### config.mk
export PLATFORM = sky130hd
export DESIGN_NAME = muldiv_sequencer_flat
export DESIGN_NICKNAME = d
export VERILOG_FILES = /design/src/rtl/muldiv_sequencer_if.sv /design/src/rtl/muldiv_sequencer.sv /design/src/flat_wrapper.sv
export SDC_FILE = /design/constraint.sdc
export NUM_CORES = 1
export LEC_CHECK = 0
export CAP_MARGIN = 25
export CORE_MARGIN = 3
export CORE_UTILIZATION = 55
export CTS_CLUSTER_SIZE = 24
export DETAILED_ROUTE_END_ITERATION = 7
export PLACE_DENSITY = 0.77
export SLEW_MARGIN = 40
export SYNTH_ARGS = -nofsm -noshare
export SYNTH_HDL_FRONTEND = slang
export SYNTH_SLANG_ARGS = --single-unit
### constraint.sdc
create_clock -name clk_cpu -period 4.76 [get_ports clk_cpu]
set_input_delay 0.714 -clock clk_cpu [delete_from_list [all_inputs] [get_ports clk_cpu]]
set_output_delay 0.714 -clock clk_cpu [all_outputs]
set_load 0.05 [all_outputs]
### src/rtl/muldiv_sequencer_if.sv
// muldiv_sequencer_if: launch/result bundle between the decode stage and the muldiv engine.
interface muldiv_sequencer_if #(parameter int WIDTH = 32);
  logic               start;
  logic [1:0]         op;
  logic [WIDTH-1:0]   rs;
  logic [WIDTH-1:0]   rt;
  logic               cancel;
  logic               busy;
  logic               done;
  logic               hilo_wr_en;
  logic [2*WIDTH-1:0] result;
  logic               divz;
  modport master (output start, op, rs, rt, cancel, input busy, done, hilo_wr_en, result, divz);
  modport slave (input start, op, rs, rt, cancel, output busy, done, hilo_wr_en, result, divz);
endinterface

### src/rtl/muldiv_sequencer.sv
// muldiv_sequencer: iterative radix-2 shift-add multiply / restoring divide with HI/LO write strobe.
// Define MULDIV_DIVZ_TRAP_EN to finish divide-by-zero at once with divz set and no HI/LO write.
module muldiv_sequencer #(
  parameter int WIDTH = 32,
  parameter int CNT_W = 6
) (
  input logic clk_cpu,
  input logic reset,
  muldiv_sequencer_if.slave bus
);
  localparam logic [1:0] IDLE = 2'd0, CALC = 2'd1, FIX = 2'd2, DONE = 2'd3;
  logic [1:0]         state_q, state_d;
  logic [CNT_W-1:0]   cnt_q, cnt_d;
  logic               isdiv_q, isdiv_d, qneg_q, qneg_d, rneg_q, rneg_d, divz_q, divz_d;
  logic [WIDTH-1:0]   opa_q, opa_d;
  logic [2*WIDTH-1:0] acc_q, acc_d, res_q, res_d;
  logic               sgn, is_div, dz, accept, trap;
  logic [WIDTH-1:0]   abs_rs, abs_rt, hi, lo, fix_hi, fix_lo;
  logic [WIDTH:0]     madd, dsh;
  logic [WIDTH+1:0]   dtrial;
  always_comb begin
    sgn = ~bus.op[0];
    is_div = bus.op[1];
    dz = is_div & (bus.rt == '0);
    abs_rs = (sgn & bus.rs[WIDTH-1]) ? -bus.rs : bus.rs;
    abs_rt = (sgn & bus.rt[WIDTH-1]) ? -bus.rt : bus.rt;
    accept = bus.start & ((state_q == IDLE) | (state_q == DONE));
`ifdef MULDIV_DIVZ_TRAP_EN
    trap = dz;
`else
    trap = 1'b0;
`endif
    hi = acc_q[2*WIDTH-1:WIDTH];
    lo = acc_q[WIDTH-1:0];
    // Multiply keeps the carry of the upper-half add so the shifted product stays exact.
    madd = {1'b0, hi} + (lo[0] ? {1'b0, opa_q} : '0);
    dsh = {hi, lo[WIDTH-1]};
    dtrial = {1'b0, dsh} - {2'b0, opa_q};
    fix_hi = rneg_q ? -hi : hi;
    fix_lo = qneg_q ? -lo : lo;
    state_d = state_q;
    cnt_d = cnt_q;
    isdiv_d = isdiv_q;
    qneg_d = qneg_q;
    rneg_d = rneg_q;
    divz_d = divz_q;
    opa_d = opa_q;
    acc_d = acc_q;
    res_d = res_q;
    if (bus.cancel) begin
      state_d = IDLE;
    end else if (accept) begin
      state_d = trap ? DONE : CALC;
      cnt_d = '0;
      isdiv_d = is_div;
      // A zero divisor skips sign fixing so HI returns the raw dividend.
      qneg_d = sgn & ~dz & (bus.rs[WIDTH-1] ^ bus.rt[WIDTH-1]);
      rneg_d = sgn & ~dz & bus.rs[WIDTH-1];
      divz_d = trap;
      opa_d = is_div ? abs_rt : abs_rs;
      acc_d = {{WIDTH{1'b0}}, is_div ? (dz ? bus.rs : abs_rs) : abs_rt};
    end else if (state_q == CALC) begin
      cnt_d = cnt_q + CNT_W'(1);
      acc_d = !isdiv_q ? {madd, lo[WIDTH-1:1]} :
              dtrial[WIDTH+1] ? {dsh[WIDTH-1:0], lo[WIDTH-2:0], 1'b0} :
              {dtrial[WIDTH-1:0], lo[WIDTH-2:0], 1'b1};
      state_d = (cnt_q == CNT_W'(WIDTH-1)) ? FIX : CALC;
    end else if (state_q == FIX) begin
      state_d = DONE;
      res_d = isdiv_q ? {fix_hi, fix_lo} : (qneg_q ? -acc_q : acc_q);
    end else if (state_q == DONE) begin
      state_d = IDLE;
    end
  end
  always_ff @(posedge clk_cpu or negedge reset) begin
    if (!reset) begin
      state_q <= IDLE;
      cnt_q <= '0;
      isdiv_q <= 1'b0;
      qneg_q <= 1'b0;
      rneg_q <= 1'b0;
      divz_q <= 1'b0;
      opa_q <= '0;
      acc_q <= '0;
      res_q <= '0;
    end else begin
      state_q <= state_d;
      cnt_q <= cnt_d;
      isdiv_q <= isdiv_d;
      qneg_q <= qneg_d;
      rneg_q <= rneg_d;
      divz_q <= divz_d;
      opa_q <= opa_d;
      acc_q <= acc_d;
      res_q <= res_d;
    end
  end
  assign bus.busy = (state_q == CALC) | (state_q == FIX);
  assign bus.done = state_q == DONE;
  assign bus.hilo_wr_en = (state_q == DONE) & ~divz_q;
  assign bus.divz = (state_q == DONE) & divz_q;
  assign bus.result = res_q;
endmodule
### src/flat_wrapper.sv
// flat-port wrapper written by rule: the top's interface ports become plain ports
module muldiv_sequencer_flat 
#(
  parameter int WIDTH = 32,
  parameter int CNT_W = 6
)
  (clk_cpu, reset, bus_start, bus_op, bus_rs, bus_rt, bus_cancel, bus_busy, bus_done, bus_hilo_wr_en, bus_result, bus_divz);
  muldiv_sequencer_if #(.WIDTH(WIDTH)) bus_i ();
  input logic clk_cpu;
  input logic reset;
  input wire logic [$bits(bus_i.start)-1:0] bus_start;
  input wire logic [$bits(bus_i.op)-1:0] bus_op;
  input wire logic [$bits(bus_i.rs)-1:0] bus_rs;
  input wire logic [$bits(bus_i.rt)-1:0] bus_rt;
  input wire logic [$bits(bus_i.cancel)-1:0] bus_cancel;
  output wire logic [$bits(bus_i.busy)-1:0] bus_busy;
  output wire logic [$bits(bus_i.done)-1:0] bus_done;
  output wire logic [$bits(bus_i.hilo_wr_en)-1:0] bus_hilo_wr_en;
  output wire logic [$bits(bus_i.result)-1:0] bus_result;
  output wire logic [$bits(bus_i.divz)-1:0] bus_divz;
  assign bus_i.start = bus_start;
  assign bus_i.op = bus_op;
  assign bus_i.rs = bus_rs;
  assign bus_i.rt = bus_rt;
  assign bus_i.cancel = bus_cancel;
  assign bus_busy = bus_i.busy;
  assign bus_done = bus_i.done;
  assign bus_hilo_wr_en = bus_i.hilo_wr_en;
  assign bus_result = bus_i.result;
  assign bus_divz = bus_i.divz;
  muldiv_sequencer #(.WIDTH(WIDTH), .CNT_W(CNT_W)) u_core (.clk_cpu(clk_cpu), .reset(reset), .bus(bus_i));
endmodule
==> results.yml <==
clocking:
  clkLatencyLatePin_ps: 440
  cts_buffer_depth: 2
  cts_tree: "yes"
  cts_resized: 0
  numCtsBuffers: 17
  cts.sinks: 171
  root_buffer: "clkbuf_16"
  ctsHoldBuffers: 0
  post_cts_buffers: 0
  htree_levels: 4
  clk_pin_slew_ps: 80
synth:
  synth_most_common_cell: "o21ai_0"
  yosysWarnings: 0
  synth_top_area_share_pct: 29.48
  synth_edf_count: 0
  postSynthCellCount: 1826
  synth.net_count: 1970
  synth_area_per_cell_um2: 7.948
  yosysSeqAreaShare_pct: 29.48
  synth.top_cells.by_count: "o21ai_0 (216), nand2_1 (215), dfrtp_1 (171)"
  yosys-top-cells-area: "dfrtp_1 (29%), o21ai_0 (7.4%), ha_1 (6.2%)"
  synthFlopType: "dfrtp_1"
  synth_seq_cells: 171
  syn_area_um2: 14510
  synth_async_sr_flop_share_pct: 100.0
  ys_types: 70
  synth_largest_area_cell: "dfrtp_1"
critical_path:
  crit_required_ps: 5130
  path_max_fanout: 8
  start_kind: "register"
  cp-end-kind: "register"
  worstSetupPathType: "register to register"
  cp.arrival_ps: 4210
global_route:
  grt_use_total_pct: 33.49
  met1_usage_pct: 48.00
  grt_max_degree: 92
  grt_pass1_wl_um: 75710
  grt_util_met2_pct: 50.31
  busiest_layer: "met2"
  grtUsageMet3_pct: 7.326
  antenna_found_initial: 1
  grt_pass1_vias: 13560
  gr-total-overflow: 0
timing:
  hold_viol_final: 0
  fmax_ghz: 0.2603
  setup_viol: 0
  maxSlewViolCount: 0
  finalCriticalPeriod_ps: 3842
  finClkSkew_ps: 19.90
  rsz0062_at_grt: "false"
  post-route-period-util_pct: 80.72
  tightest_slew_ps: 828.6
  setup_tns_ps: 0
  slew_headroom_pct: 44.55
die:
  initial_utilization_pct: 56.82
  fp-row-count: 58
  die_h_um: 168.4
  die_x_um: 168.4
  num_io_pins: 138
  core_um2: 25540
  die_area_um2: 28370
power:
  vdd.ir_drop.worst_uv: 531.3
  power_density_nw_per_um2: 778.9
  p_leak_nw: 7.155
cells_and_area:
  n_antenna_cell: 0
  area_growth_pct: 15.59
  drive_above_1_share_pct: 5.613
  nets: 2055
  final_core_util_pct: 65.67
detailed_routing:
  vias: 14132
  antenna_left: 0
  avgRoutedWirePerCell_um: 21.36
  drt-total-wl_um: 48140
  drt_iter0_drc: 1499
  post-route-drc-count: 0
  firstDrtPassIters: 6
  avgViaCountPerCell: 6.270
placement:
  place_congestion: 0.9841
  dp_hpwl_um: 36880
  port_buffers: 136
min_path:
  hp-class: "input port to async pin"
job:
  max_cap_viol_count: 0
outcome:
  outcome: "finished, final reports clean"
path summary, 6_finish.rpt:
path	start	to	slack [ps]	depth (start not counted)
hold / removal	reset	u_core.acc_q[54]	240	1
setup / recovery	u_core.acc_q[0]	u_core.bus.result[48]	920	11
hold reg to reg	u_core.bus.result[10]	u_core.bus.result[10]	480	2
max in group asynchronous	reset	u_core.bus.result[18]	3580	2
setup reg to reg	u_core.acc_q[0]	u_core.bus.result[48]	920	11
min in group clk_cpu	u_core.bus.result[10]	u_core.bus.result[10]	480	2
stage by stage:
stage / hold slack (ps) / std cells / total power [mW] / setup WS, ps / instance area, um^2
floorplan: 418.4 / 1826 / 9.019 / 1226 / 14510
global placement: 459.9 / 2222 / 11.33 / 775.4 / 16150
detailed placement: 469.1 / 2222 / 11.46 / 757.2 / 16160
CTS: 321.6 / 2254 / 12.92 / 953.1 / 16760
global route: 316.1 / 2254 / 14.01 / 708.2 / 16780
finish: 236.4 / 2254 / 13.07 / 917.8 / 16780
cells by family after synthesis:
family,after synthesis,synth area share [%]
flip-flops,171,29.48
AO/OA/AOI/OAI,580,24.91
XOR/XNOR,201,12.13
other,1,0.02584
buffers and inverters,160,4.267
adder cells (fa/ha/maj),74,6.483
AND/OR/NAND/NOR,582,18.60
multiplexers,57,4.095
sequential cells by signal, summed over array words and instances (netlist names):
register and cells:
u_core.bus.result 64, u_core.state_q 2, u_core.isdiv_q 1, u_core.qneg_q 1, u_core.opa_q 32, u_core.cnt_q 6, u_core.rneg_q 1, u_core.acc_q 64
power breakdown:
part	internal [mW]	switching, mW
Sequential	2.10	0.922
Clock	0.711	0.721
Combinational	3.28	5.33
Total	6.10	6.97
layer usage:
layer	share of wire (%)	wire length, um
met3	9.1	4389
met4	3.0	1459
met1	45	21480
met5	0	0
met2	43	20820
layout by cell type (no fill, tap or decap), drive strengths merged, types with 9 or more instances in the layout:
cell             n
nand3           16
clkdlybuf4s50  134
o21ai          225
nand4           20
xnor2          101
o211ai          22
nor4            15
a21oi          141
ha              72
nand2          215
clkbuf          18
o31ai           24
or4             15
nor2           164
nor3            42
o221ai          13
buf             27
nand2b          23
inv             69
a22oi           15
clkinv           9
mux2i           38
mux2            19
a211oi          12
a221o            9
a31oi           14
dfrtp          171
a21o            23
a222oi          12
nor2b            9
xor2           100
or3             24
critical path: stages, from the launching register on:
cell and delay, ps:
dfrtp_1 430, inv_1 240, ha_1 230, nand2b_1 120
or4_1 600, or4_4 480, or4_1 440, or3_1 600
nor4_2 230, a311oi_1 80, xnor2_1 170, o21ai_1 130
cell type report:
cell class / instances / area, um^2
clock inverters: 15 / 177.7
inverters: 64 / 240.2
repair buffers: 162 / 1580
clock buffers: 17 / 425.4
well taps: 330 / 412.9
flip-flops and latches: 171 / 4282
fillers: 2274 / 8768
multi-input cells: 1495 / 9658
(Power assumes the default switching activity.)
